`config.mk`:
```
export PLATFORM = sky130hd
export DESIGN_NAME = exception_controller
export DESIGN_NICKNAME = d
export VERILOG_FILES = /design/src/rtl/exc_pkg.sv /design/src/rtl/exc_priority_encoder.sv /design/src/rtl/exception_controller.sv
export SDC_FILE = /design/constraint.sdc
export NUM_CORES = 1
export LEC_CHECK = 0
export BUFFER_PORTS_ARGS = -buffer_cell sky130_fd_sc_hd__buf_4
export CORE_MARGIN = 3
export CORE_UTILIZATION = 49
export CTS_BUF_LIST = sky130_fd_sc_hd__clkbuf_8
export DETAILED_ROUTE_END_ITERATION = 12
export PLACE_DENSITY_LB_ADDON = 0.12
export SETUP_SLACK_MARGIN = 0.1
export SKIP_LAST_GASP = 1
export SYNTH_ARGS = -nofsm -noshare
export SYNTH_HDL_FRONTEND = slang
export SYNTH_SLANG_ARGS = --single-unit
```
`constraint.sdc`:
```
create_clock -name clk -period 1.68 [get_ports clk]
set_input_delay 0.084 -clock clk [delete_from_list [all_inputs] [get_ports clk]]
set_output_delay 0.084 -clock clk [all_outputs]
set_load 0.02 [all_outputs]
```
`src/rtl/exc_pkg.sv`:
```
// exc_pkg: shared state, cause and MOVRM index definitions for the exception controller.
package exc_pkg;
    typedef enum logic [1:0] {RUN, FLUSH, REDIRECT, HALT} state_e;
    localparam logic [2:0] CAUSE_NONE    = 3'd0;
    localparam logic [2:0] CAUSE_ITLB    = 3'd1;
    localparam logic [2:0] CAUSE_ILLEGAL = 3'd2;
    localparam logic [2:0] CAUSE_DTLB    = 3'd3;
    localparam logic [2:0] CAUSE_PRIV    = 3'd4;
    localparam logic [1:0] RM_EPC   = 2'd0;
    localparam logic [1:0] RM_CAUSE = 2'd1;
    localparam logic [1:0] RM_BADVA = 2'd2;
    localparam logic [1:0] RM_PRIV  = 2'd3;
endpackage

```
`src/rtl/exc_priority_encoder.sv`:
```
// exc_priority_encoder: picks the single highest-priority writeback event.
module exc_priority_encoder
    import exc_pkg::*;
(
    input  logic       valid,
    input  logic       itlb_miss,
    input  logic       panic,
    input  logic       dtlb_miss,
    input  logic       iret,
    input  logic       tlbwrite,
    input  logic       priv,
    output logic       take_exc,
    output logic       take_iret,
    output logic       do_tlbwrite,
    output logic [2:0] cause
);
    always_comb begin
        cause = !valid ? CAUSE_NONE :
                itlb_miss ? CAUSE_ITLB :
                panic ? CAUSE_ILLEGAL :
                dtlb_miss ? CAUSE_DTLB :
                ((iret || tlbwrite) && !priv) ? CAUSE_PRIV : CAUSE_NONE;
        take_exc    = cause != CAUSE_NONE;
        take_iret   = valid && !take_exc && iret;
        do_tlbwrite = valid && !take_exc && !iret && tlbwrite;
    end
endmodule

```
`src/rtl/exception_controller.sv`:
```
// exception_controller: privilege bit, rm0-rm2 and the flush/redirect sequencing
// for exception entry, IRET return and double-fault halt.
module exception_controller
    import exc_pkg::*;
#(
    parameter int               XLEN         = 32,
    parameter logic [XLEN-1:0]  HANDLER_PC   = 'h0000_2000,
    parameter int               FLUSH_CYCLES = 2
) (
    input  logic            clk,
    input  logic            rst_n,
    input  logic            wb_valid,
    input  logic [XLEN-1:0] wb_pc,
    input  logic            wb_panic,
    input  logic            wb_iret,
    input  logic            wb_tlbwrite,
    input  logic            wb_itlb_miss,
    input  logic            wb_dtlb_miss,
    input  logic [XLEN-1:0] wb_fault_va,
    input  logic [1:0]      rm_sel,
    output logic [XLEN-1:0] rm_rdata,
    output logic            priv,
    output logic            tlbwrite_en,
    output logic            flush,
    output logic            stall,
    output logic            redirect_valid,
    output logic [XLEN-1:0] redirect_pc,
    output logic            halted
);
    localparam int CW = $clog2(FLUSH_CYCLES + 1);

    state_e          state_q, state_d;
    logic [CW-1:0]   cnt_q, cnt_d;
    logic            priv_q, priv_d;
    logic [XLEN-1:0] rm0_q, rm0_d, rm1_q, rm1_d, rm2_q, rm2_d, rpc_q, rpc_d;
    logic            take_exc, take_iret, do_tlbwrite;
    logic [2:0]      cause;

    exc_priority_encoder u_enc (
        .valid      (state_q == RUN && wb_valid),
        .itlb_miss  (wb_itlb_miss),
        .panic      (wb_panic),
        .dtlb_miss  (wb_dtlb_miss),
        .iret       (wb_iret),
        .tlbwrite   (wb_tlbwrite),
        .priv       (priv_q),
        .take_exc   (take_exc),
        .take_iret  (take_iret),
        .do_tlbwrite(do_tlbwrite),
        .cause      (cause)
    );

    always_comb begin
        state_d = state_q;
        cnt_d   = cnt_q;
        priv_d  = priv_q;
        rm0_d   = rm0_q;
        rm1_d   = rm1_q;
        rm2_d   = rm2_q;
        rpc_d   = rpc_q;
        unique case (state_q)
            RUN: begin
                if (take_exc) begin
                    rm0_d  = wb_pc;
                    rm1_d  = XLEN'(cause);
                    rm2_d  = (cause == CAUSE_ITLB || cause == CAUSE_DTLB) ? wb_fault_va : '0;
                    priv_d = 1'b1;
                    rpc_d  = HANDLER_PC;
                    cnt_d  = CW'(FLUSH_CYCLES);
                    if (priv_q) state_d = HALT;
                    else        state_d = FLUSH;
                end else if (take_iret) begin
                    priv_d  = 1'b0;
                    rpc_d   = rm0_q + XLEN'(4);
                    cnt_d   = CW'(FLUSH_CYCLES);
                    state_d = FLUSH;
                end
            end
            FLUSH: begin
                if (cnt_q == CW'(1)) state_d = REDIRECT;
                else                 cnt_d = cnt_q - CW'(1);
            end
            REDIRECT: state_d = RUN;
            default:  state_d = HALT;
        endcase
    end

    always_ff @(posedge clk or negedge rst_n) begin
        if (!rst_n) begin
            state_q <= RUN;
            cnt_q   <= '0;
            priv_q  <= 1'b1;
            rm0_q   <= '0;
            rm1_q   <= '0;
            rm2_q   <= '0;
            rpc_q   <= '0;
        end else begin
            state_q <= state_d;
            cnt_q   <= cnt_d;
            priv_q  <= priv_d;
            rm0_q   <= rm0_d;
            rm1_q   <= rm1_d;
            rm2_q   <= rm2_d;
            rpc_q   <= rpc_d;
        end
    end

    assign priv           = priv_q;
    assign tlbwrite_en    = do_tlbwrite;
    assign flush          = state_q == FLUSH || state_q == HALT;
    assign stall          = state_q != RUN;
    assign redirect_valid = state_q == REDIRECT;
    assign redirect_pc    = rpc_q;
    assign halted         = state_q == HALT;
    assign rm_rdata = rm_sel == RM_EPC   ? rm0_q :
                      rm_sel == RM_CAUSE ? rm1_q :
                      rm_sel == RM_BADVA ? rm2_q : {{(XLEN-1){1'b0}}, priv_q};
endmodule

```
==> impl_results.rst, run 1 <==
.. list-table::
   :header-rows: 1

   * - Metric
     - Value
   * - Status
     - complete, but fails checks
   * - Violated checks
     - setup timing
   * - Router iterations before antenna repair
     - 5
   * - Slew at the pin with the worst max-slew slack
     - 0.621 ns
   * - Clock root buffer
     - clkbuf_8
   * - Number of enable-type register cells in the synthesized netlist
     - 0
   * - Die outline area
     - 11800 sq um
   * - Peak supply drop
     - 0.800 mV
   * - X dimension of the die
     - 108 microns
   * - Layout Area Growth over Synthesis
     - 61.7%
   * - Portion of total power attributed to the clock network
     - 12.0%
   * - Worst endpoint required time
     - 1.60 ns
   * - Utilization after layout
     - 83.1%
   * - Clock tree from TritonCTS
     - yes
   * - Overall routing resource usage
     - 27.5%
   * - Dpl cell area
     - 6680 sq um
   * - Sort of element at the start of the critical path
     - flop
   * - Cell Pwr Density
     - 1420 nW/um^2
   * - Clock Sinks
     - 104
   * - Critical path start-end classification
     - reg2out
   * - Asr flop ratio synth
     - 100%
   * - Fin area
     - 8310 sq um
   * - Post-Syn Area per Cell
     - 11.1 sq um
   * - Cell Int Power
     - 0.00721 W
   * - Count of port buffers added during placement
     - 143
   * - Final Wtd Congestion
     - 0.853
   * - Period utilisation layout
     - 105%
   * - Largest driver fanout on the critical path
     - 3
   * - Net count after synthesis
     - 542
   * - Reported net switching power
     - 0.00462 W
   * - Post-DR vias/cell
     - 5.56
   * - Slew headroom
     - 58.6%
   * - Max Fclk
     - 567 MHz
   * - Number of diodes
     - 0
   * - Power share of the combinational group
     - 51.9%
   * - Cell area after synthesis
     - 5140 sq um
   * - Share of the synthesized area in the top cell type
     - 50.2%
   * - Leakage
     - 3.99 nW
   * - Top area cells in the synthesized netlist
     - dfrtp_1, mux2_2, mux2i_1, a22o_1, nand2_1
   * - Worst-case setup margin in the final layout
     - -0.0832 ns
   * - Min-Delay Path Class
     - in2reg
   * - Vias in the first global route
     - 4900
   * - Relative contribution of sequential cells to total power
     - 36.1%
   * - Final Hold Fails
     - 0
   * - Number of distinct library cells after synthesis
     - 43
   * - Final-stage net count
     - 821
   * - Initial core utilization
     - 51.4%
   * - Final max-slew violation count
     - 0
   * - Drt first-iter violations
     - 311
   * - CTS clk-pin slew, worst paths
     - 0.10 ns
   * - Worst-skew pair later-pin latency
     - 0.36 ns
   * - Routed wire length
     - 17700 microns
   * - Cell with the most instances after synthesis
     - dfrtp_1
   * - H-tree depth
     - 3
   * - Min cycle time layout
     - 1.76 ns
   * - Predominant post-synthesis flop cell
     - dfrtp_1
   * - Initial antenna violation count
     - 0
   * - Area inside the core boundary
     - 10000 sq um
   * - Num CTS Buffers
     - 9
   * - Routed via count
     - 4881
   * - Proportion of total power due to net switching
     - 39.1%
   * - Wire length of the first global-routing pass
     - 25000 microns
   * - Final number of setup-violating endpoints
     - 46
   * - Worst endpoint data arrival time
     - 1.68 ns
   * - Row count
     - 36
   * - Biggest area consumer among synthesized cells
     - dfrtp_1
   * - Die Y-Extent
     - 108 microns
   * - Detailed-route wire length per cell
     - 20.1 microns
   * - Setup repair after global routing missed its margin
     - yes
   * - Worst-case setup slack after placement
     - -0.00915 ns
   * - Sequential area share after synthesis
     - 50.7%
   * - Antenna viol nets, final
     - 0
   * - HPWL after detailed placement
     - 9810 microns
   * - Gr ovfl total
     - 0
   * - Endpoint kind of the worst setup timing path
     - output port
   * - Ratio of cells with drive above 1 in the final layout
     - 45.9%
   * - DRC violation count after routing
     - 0
   * - Clock tree skew after final layout
     - 0.00812 ns
   * - Cells after DPL
     - 755
   * - Count of state elements after synthesis
     - 104
   * - Number of buffers on the longest clock path
     - 2
   * - Largest net degree at the start of global routing
     - 46
   * - Ranking of synthesized cells by instance count
     - dfrtp_1, nand2_1, nor2_1
   * - Maximum capacitance violations
     - 0
   * - Yosys warning count
     - 0
   * - Number of non-filler instances in the completed layout
     - 878
   * - Top-level I/O count
     - 144
   * - Post-route worst hold slack
     - 0.200 ns
   * - Gate count after technology mapping
     - 462
power groups by stage:
stage / Clock [W] / Sequential (W) / Combinational [W]
floorplan: 0 / 0.00419 / 0.00282
global placement: 0 / 0.00416 / 0.00467
detailed placement: 0 / 0.00421 / 0.00478
CTS: 0.00145 / 0.00416 / 0.00547
global route: 0.00157 / 0.00435 / 0.00654
finish: 0.00142 / 0.00427 / 0.00613
flip-flops by register name (all words and copies together) (netlist names):
register / cells
redirect_pc: 32
rm0_q: 32
rm2_q: 32
rm1_q: 3
cnt_q: 2
state_q: 2
priv: 1
final timing paths:
kind,cells past startpoint,slack [ns],start,endpoint
min in group asynchronous,2,0.28,rst_n,rm2_q[7]$_DFFE_PN0P_
worst min-delay path,4,0.20,wb_iret,state_q[1]$_DFFE_PN0P_
max in group asynchronous,3,0.81,rst_n,rm0_q[25]$_DFFE_PN0P_
worst max register to register,7,-0.05,state_q[1]$_DFFE_PN0P_,redirect_pc[5]$_DFFE_PN0P_
worst min register to register,1,0.49,rm1_q[0]$_DFFE_PN0P_,rm1_q[0]$_DFFE_PN0P_
worst max-delay path,7,-0.08,state_q[1]$_DFFE_PN0P_,tlbwrite_en
worst max-delay path: stages, from the launching register on:
cell and delay [ns]:
dfrtp_1 0.42, inv_2 0.09, ha_4 0.15, nand2_4 0.05, a21o_4 0.20, buf_12 0.12, and4b_1 0.17, buf_6 0.13
metal layers:
| layer | GRT usage, % | share of wire [%] | vias to the layer above | wire (microns) |
|---|---|---|---|---|
| li1 | - | - | 2179 | - |
| met1 | 35.1 | 39 | 2448 | 6890 |
| met2 | 46.2 | 52 | 218 | 9250 |
| met3 | 5.43 | 6.8 | 36 | 1190 |
| met4 | 10.8 | 2.0 | 0 | 349 |
| met5 | 0 | 0 | - | 0 |
what timing repair did:
action / CTS / global route
endpoints found under the setup margin: 56 / 105
gates resized for setup: 27 / 48
hold buffers: 67 / 0
buffers inserted: 11 / 22
pin swaps: 13 / 60
hold endpoints to repair: 107 / 0
gates cloned: 7 / 4
area by class of cell:
cell class,count,area (sq um)
tap,133,166
inverter,10,37.5
fill,562,1690
multi-input combinational,320,2590
timing repair buffer,296,2730
clock buffer,11,151
sequential,104,2610
clock inverter,4,22.5
cells in the final DEF (no fill, tap or decap), types with 9 or more instances in the layout:
| master | n |
|---|---|
| nor2_1 | 39 |
| o21ai_2 | 27 |
| dlygate4sd3_1 | 67 |
| inv_1 | 9 |
| a22o_1 | 35 |
| mux2_2 | 30 |
| dfrtp_1 | 99 |
| clkbuf_8 | 11 |
| nand3_1 | 13 |
| mux2i_1 | 31 |
| buf_4 | 198 |
| xnor2_1 | 10 |
| xor2_1 | 15 |
| buf_6 | 13 |
| nand2_1 | 46 |
metrics by stage:
| step | total power (W) | TNS [ns] |
|---|---|---|
| floorplan | 0.00701 | 0 |
| global placement | 0.00884 | 0 |
| detailed placement | 0.00899 | -0.0154 |
| CTS | 0.0111 | -2.05 |
| global route | 0.0125 | -2.61 |
| finish | 0.0118 | -1.09 |
logic make-up (layout without fill, tap and decap cells):
group	count (synthesis)	in the layout	synth area share [%]
adders and majority gates	6	6	1.46
DFF	104	104	50.7
xor gates and xnor gates	28	28	4.77
buffers and inverters	38	321	3.58
and+or+nand+nor	138	138	13.3
AOI/OAI and AO/OA	84	84	12.7
muxes	64	64	13.5
(Power assumes the default switching activity.)
==> run 2, diff against run 1 <==
--- a/config.mk
+++ b/config.mk
@@ -11,6 +11,7 @@
 export CTS_BUF_LIST = sky130_fd_sc_hd__clkbuf_8
 export DETAILED_ROUTE_END_ITERATION = 12
 export PLACE_DENSITY_LB_ADDON = 0.12
+export REMOVE_ABC_BUFFERS = 1
 export SETUP_SLACK_MARGIN = 0.1
 export SKIP_LAST_GASP = 1
 export SYNTH_ARGS = -nofsm -noshare
==> run 2 against run 1 <==
The flow still finishes with violations (setup timing). Via count is 1.0% lower. Total power is 1.6% higher. Utilization is 0.26 points lower. First-iteration DRC count is 18% lower. Sequential share of layout area is 0.069 points higher. Fmax is 3.2% lower. Non-clock buffer count stayed put. Critical endpoint unchanged. Largest cell class unchanged. Largest power group unchanged.
==> impl_results.rst, run 2 (synthesized netlist as in run 1, its figures left out) <==
.. list-table::
   :header-rows: 1

   * - Metric
     - Value
   * - Num CTS Buffers
     - 9
   * - Cell Pwr Density
     - 1450 nW/um^2
   * - Top-level I/O count
     - 144
   * - Largest driver fanout on the critical path
     - 3
   * - Clock Sinks
     - 104
   * - Layout Area Growth over Synthesis
     - 61.2%
   * - Worst-case setup margin in the final layout
     - -0.141 ns
   * - Top routing layer in use
     - met4
   * - Post-DR vias/cell
     - 5.49
   * - Worst reg2reg path endpoint
     - cnt_q[0]$_DFFE_PN0P_
   * - Peak supply drop
     - 0.866 mV
   * - Cell type group with the largest total delay on the critical path
     - flip-flops
   * - Register-to-register path setup slack
     - -0.13 ns
   * - Max Fclk
     - 549 MHz
   * - Leakage
     - 3.99 nW
   * - Ordered list of cells on the worst path
     - nor3_1 -> o21ai_1 -> a21o_4 -> buf_12 -> and4b_1 -> buf_6
   * - Final Hold Fails
     - 0
   * - HPWL after detailed placement
     - 9620 microns
   * - Dpl cell area
     - 6630 sq um
   * - Endpoint kind of the worst setup timing path
     - output port
   * - Buffering stage count on the worst path with inverters included
     - 2
   * - Vias in the first global route
     - 5070
   * - Sort of element at the start of the critical path
     - flop
   * - Worst reg-to-reg path cell count
     - 6
   * - Worst reg2reg path startpoint
     - priv$_DFFE_PN1P_
   * - Die Y-Extent
     - 108 microns
   * - Worst-skew pair later-pin latency
     - 0.37 ns
   * - Final number of setup-violating endpoints
     - 87
   * - Min cycle time layout
     - 1.82 ns
   * - Final-stage net count
     - 821
   * - Area inside the core boundary
     - 10000 sq um
   * - Standard cell with the maximum stage delay on the critical path
     - dfstp_2
   * - Routed via count
     - 4830
   * - Count of port buffers added during placement
     - 143
   * - Met3 Wirelength
     - 872 microns
   * - Worst endpoint required time
     - 1.60 ns
   * - Slew headroom
     - 65.5%
   * - Row count
     - 36
   * - X dimension of the die
     - 108 microns
   * - Clock root buffer
     - clkbuf_8
   * - Commonest non-fill, non-tap cells in the layout
     - buf_4, dfrtp_1, dlygate4sd3_1, nand2_1, nor2_1
   * - Met2 wirelength from detailed routing
     - 8960 microns
   * - Status
     - complete, but fails checks
   * - DRC violation count after routing
     - 0
   * - Leading cell type in the layout, fill and taps excluded
     - buf_4
   * - Clock tree skew after final layout
     - 0.0112 ns
   * - Router iterations before antenna repair
     - 4
   * - Initial antenna violation count
     - 0
   * - Cells after DPL
     - 754
   * - Number of non-filler instances in the completed layout
     - 879
   * - Die outline area
     - 11800 sq um
   * - Maximum capacitance violations
     - 0
   * - Drt first-iter violations
     - 255
   * - Slew at the pin with the worst max-slew slack
     - 0.517 ns
   * - Min-Delay Path Class
     - in2async
   * - Final max-slew violation count
     - 0
   * - Setup repair after global routing missed its margin
     - yes
   * - CTS clk-pin slew, worst paths
     - 0.10 ns
   * - Critical path start-end classification
     - reg2out
   * - Number of buffers on the longest clock path
     - 2
   * - Wire length of the first global-routing pass
     - 25500 microns
   * - Violated checks
     - setup timing
   * - Initial core utilization
     - 51.4%
   * - Overall routing resource usage
     - 27.9%
   * - Ratio of cells with drive above 1 in the final layout
     - 46.2%
   * - Routed wire length
     - 16800 microns
   * - Number of diodes
     - 0
   * - Period utilisation layout
     - 108%
   * - Worst endpoint data arrival time
     - 1.74 ns
   * - Post-route worst hold slack
     - 0.154 ns
   * - Detailed-route wire length per cell
     - 19.1 microns
   * - Aggregate negative setup slack
     - -4.34 ns
   * - Antenna viol nets, final
     - 0
   * - Gr ovfl total
     - 0
   * - H-tree depth
     - 3
   * - Final Wtd Congestion
     - 0.819
   * - Fin area
     - 8280 sq um
   * - Clock tree from TritonCTS
     - yes
   * - Largest net degree at the start of global routing
     - 55
   * - Worst path max stage delay
     - 0.56 ns
   * - Met1 Routed Length
     - 6360 microns
==> run 2: cell count changes in the layout (fill, tap and decap cells not counted), sizes merged <==
cell,delta
buf,-1
bufbuf,+2
bufinv,+1
clkbuf,-2
clkinv,+1
==> run 2: what timing repair did <==
action                                  CTS  global route
hold endpoints to repair                 93             0
pin swaps                                33            31
resized for setup                        61            28
hold buffers                             67             0
endpoints found under the setup margin   96           103
buffers inserted                         20            15
cloned                                    6             3
==> run 2: area by class of cell <==
class / count / area [sq um]
clock inverters: 6 / 61.3
flip-flops and latches: 104 / 2610
multi-input cells: 320 / 2610
clock buffers: 10 / 138
fillers: 552 / 1720
well taps: 133 / 166
repair buffers: 296 / 2660
inverters: 10 / 37.5
==> run 2: routing by layer <==
layer  track usage [%]  vias up
li1                  -     2184
met1              32.3     2422
met2              50.2      175
met3              5.37       49
met4              11.8        0
met5                 0        -
==> run 2: how the worst max path moves through the flow <==
| stage | from | end | slack [ns] | cells past startpoint |
|---|---|---|---|---|
| after CTS | state_q[0]$_DFFE_PN0P_ | tlbwrite_en | -0.08 | 7 |
| after detailed placement | rm0_q[2]$_DFFE_PN0P_ | redirect_pc[29]$_DFFE_PN0P_ | -0.008 | 7 |
| after global routing | priv$_DFFE_PN1P_ | tlbwrite_en | -0.25 | 6 |
| final | priv$_DFFE_PN1P_ | tlbwrite_en | -0.14 | 6 |
| after global placement | rm0_q[2]$_DFFE_PN0P_ | redirect_pc[30]$_DFFE_PN0P_ | 0.02 | 7 |
| after floorplan | state_q[0]$_DFFE_PN0P_ | tlbwrite_en | -0.97 | 5 |
==> run 2: report_power, final <==
| group | switching [W] | internal [W] |
|---|---|---|
| logic | 0.00297 | 0.00326 |
| clock network | 0.000881 | 0.000723 |
| registers | 0.000781 | 0.00340 |
==> run 2: stage by stage <==
step / utilization [%] / worst slack, ns / power (W)
final: 82.8 / -0.141 / 0.0120
after global routing: 82.8 / -0.252 / 0.0127
after CTS: 80.4 / -0.0845 / 0.0113
after detailed placement: 66.3 / -0.00776 / 0.00892
after global placement: 66.3 / 0.0165 / 0.00873
after floorplan: - / -0.969 / 0.00684
==> run 3, diff against run 2 <==
--- a/config.mk
+++ b/config.mk
@@ -10,6 +10,7 @@
 export CORE_UTILIZATION = 49
 export CTS_BUF_LIST = sky130_fd_sc_hd__clkbuf_8
 export DETAILED_ROUTE_END_ITERATION = 12
+export MAX_ROUTING_LAYER = met4
 export PLACE_DENSITY_LB_ADDON = 0.12
 export REMOVE_ABC_BUFFERS = 1
 export SETUP_SLACK_MARGIN = 0.1
==> run 3 against run 2 <==
The run still ends with setup timing left. Global-route usage increased by 0.85 points. Fmax increased by 0.25%. Design area unchanged. Highest routed layer unchanged. Combinational power about the same. Sequential share of layout area unchanged. Via count decreased by 1.2%. First-iteration DRC count increased by 6.7%. Utilization unchanged. Total power about the same. Worst setup slack improved by 0.0046 ns.
==> impl_results.rst, run 3 (synthesized netlist as in run 1, its figures left out) <==
.. list-table::
   :header-rows: 1

   * - Metric
     - Value
   * - CTS clk-pin slew, worst paths
     - 0.10 ns
   * - Number of buffers on the longest clock path
     - 2
   * - Aggregate negative setup slack
     - -4.53 ns
   * - Layout Area Growth over Synthesis
     - 61.2%
   * - Final-stage net count
     - 821
   * - Vias in the first global route
     - 5070
   * - Initial core utilization
     - 51.4%
   * - Global routing met2 resource utilization
     - 50.2%
   * - Slew at the pin with the worst max-slew slack
     - 0.510 ns
   * - Die outline area
     - 11800 sq um
   * - Largest net degree at the start of global routing
     - 55
   * - Sort of element at the start of the critical path
     - flop
   * - Initial antenna violation count
     - 0
   * - Area inside the core boundary
     - 10000 sq um
   * - Power share of the combinational group
     - 51.9%
   * - Relative contribution of sequential cells to total power
     - 34.8%
   * - Reported net switching power
     - 0.00463 W
   * - Most heavily used metal layer in global routing
     - met2
   * - Min-Delay Path Class
     - in2async
   * - Antenna viol nets, final
     - 0
   * - Worst-case setup margin in the final layout
     - -0.137 ns
   * - Commonest non-fill, non-tap cells in the layout
     - buf_4, dfrtp_1, dlygate4sd3_1, nand2_1, nor2_1
   * - Overall routing resource usage
     - 28.7%
   * - Worst-skew pair later-pin latency
     - 0.37 ns
   * - Router iterations before antenna repair
     - 4
   * - Final Hold Fails
     - 0
   * - Die Y-Extent
     - 108 microns
   * - Endpoint kind of the worst setup timing path
     - output port
   * - Gr ovfl total
     - 0
   * - Status
     - complete, but fails checks
   * - Utilization after layout
     - 82.8%
   * - Worst endpoint data arrival time
     - 1.73 ns
   * - Cell Pwr Density
     - 1450 nW/um^2
   * - M3 GR Usage
     - 5.07%
   * - Worst endpoint required time
     - 1.60 ns
   * - Clock tree skew after final layout
     - 0.0114 ns
   * - Violated checks
     - setup timing
   * - Detailed-route wire length per cell
     - 19.0 microns
   * - Clock tree from TritonCTS
     - yes
   * - Number of filler cells placed in the layout
     - 552
   * - Num CTS Buffers
     - 9
   * - Ratio of cells with drive above 1 in the final layout
     - 46.2%
   * - Slew headroom
     - 66.0%
   * - Clock root buffer
     - clkbuf_8
   * - HPWL after detailed placement
     - 9620 microns
   * - Routed via count
     - 4773
   * - Final max-slew violation count
     - 0
   * - Min cycle time layout
     - 1.82 ns
   * - Met1 Usage GRT
     - 32.5%
   * - Number of diodes
     - 0
   * - Setup repair after global routing missed its margin
     - yes
   * - Leading cell type in the layout, fill and taps excluded
     - buf_4
   * - X dimension of the die
     - 108 microns
   * - Peak supply drop
     - 0.863 mV
   * - Count of port buffers added during placement
     - 143
   * - Final Wtd Congestion
     - 0.831
   * - Clock Sinks
     - 104
   * - Wire length of the first global-routing pass
     - 25500 microns
   * - Drt first-iter violations
     - 272
   * - Top-level I/O count
     - 144
   * - Sum of internal, switching and leakage power
     - 0.0120 W
   * - Post-DR vias/cell
     - 5.43
   * - Maximum capacitance violations
     - 0
   * - Proportion of total power due to net switching
     - 38.6%
   * - Critical path start-end classification
     - reg2out
   * - DRC violation count after routing
     - 0
   * - Leakage
     - 3.99 nW
   * - H-tree depth
     - 3
   * - Routed wire length
     - 16700 microns
   * - Final number of setup-violating endpoints
     - 85
   * - Largest driver fanout on the critical path
     - 3
   * - Portion of total power attributed to the clock network
     - 13.4%
   * - Max Fclk
     - 550 MHz
   * - Period utilisation layout
     - 108%
   * - Cell Int Power
     - 0.00738 W
   * - Row count
     - 36
## run 3: critical path: stages (launching register included)
cell and delay, ns:
dfstp_2 0.56, nor3_1 0.05, o21ai_1 0.16, a21o_4 0.19, buf_12 0.10, and4b_1 0.19, buf_6 0.12
## run 3: area by class of cell
class | count | area (sq um) | share of cell area (%)
Clock buffer | 10 | 138 | 1.66
Tap cell | 133 | 166 | 2.01
Sequential cell | 104 | 2610 | 31.5
Multi-Input combinational cell | 320 | 2610 | 31.5
Clock inverter | 6 | 61.3 | 0.740
Inverter | 10 | 37.5 | 0.453
Timing Repair Buffer | 296 | 2660 | 32.2
## run 3: final timing paths
| check | start | slack, ns | cells after the start | endpoint |
|---|---|---|---|---|
| setup reg to reg | priv$_DFFE_PN1P_ | -0.12 | 6 | cnt_q[0]$_DFFE_PN0P_ |
| hold / removal | rst_n | 0.15 | 2 | cnt_q[1]$_DFFE_PN0P_ |
| hold reg to reg | redirect_pc[12]$_DFFE_PN0P_ | 0.49 | 2 | redirect_pc[12]$_DFFE_PN0P_ |
| min in group clk | wb_dtlb_miss | 0.17 | 5 | rm1_q[1]$_DFFE_PN0P_ |
| setup / recovery | priv$_DFFE_PN1P_ | -0.14 | 6 | tlbwrite_en |
| max in group asynchronous | rst_n | 0.82 | 3 | rm0_q[8]$_DFFE_PN0P_ |
## run 3: power by group through the flow
stage | clock, W | sequential [W] | combinational [W]
after floorplan | 0 | 0.00426 | 0.00258
after global placement | 0 | 0.00409 | 0.00464
after detailed placement | 0 | 0.00415 | 0.00478
after CTS | 0.00162 | 0.00412 | 0.00560
after global routing | 0.00174 | 0.00426 | 0.00666
final | 0.00160 | 0.00418 | 0.00623
## run 3: through the flow
| stage | worst slack [ns] | hold WS, ns | instance area (sq um) | cells |
|---|---|---|---|---|
| 2_1_floorplan | -0.969 | -0.212 | 4990 | 434 |
| 5_1_grt | -0.252 | 0.185 | 8280 | 879 |
| 3_5_place_dp | -0.00776 | 0.0136 | 6630 | 754 |
| 3_3_place_gp | 0.0165 | 0.00755 | 6630 | 754 |
| 6_report | -0.137 | 0.149 | 8280 | 879 |
| 4_1_cts | -0.0845 | 0.156 | 8040 | 863 |
## run 3: layer usage
layer,up-vias,part of all wire (%),wire (microns)
met5,-,0,0
met1,2374,39,6490
met2,167,53,8930
met3,52,4.3,714
li1,2180,-,-
met4,0,3.6,607
## run 3: repair_timing
item	in CTS	in global routing
setup endpoints to repair	96	103
cloned	6	3
pin swaps	33	31
hold endpoints to repair	93	0
setup buffers	20	15
gates resized for setup	61	28
hold buffers	67	0
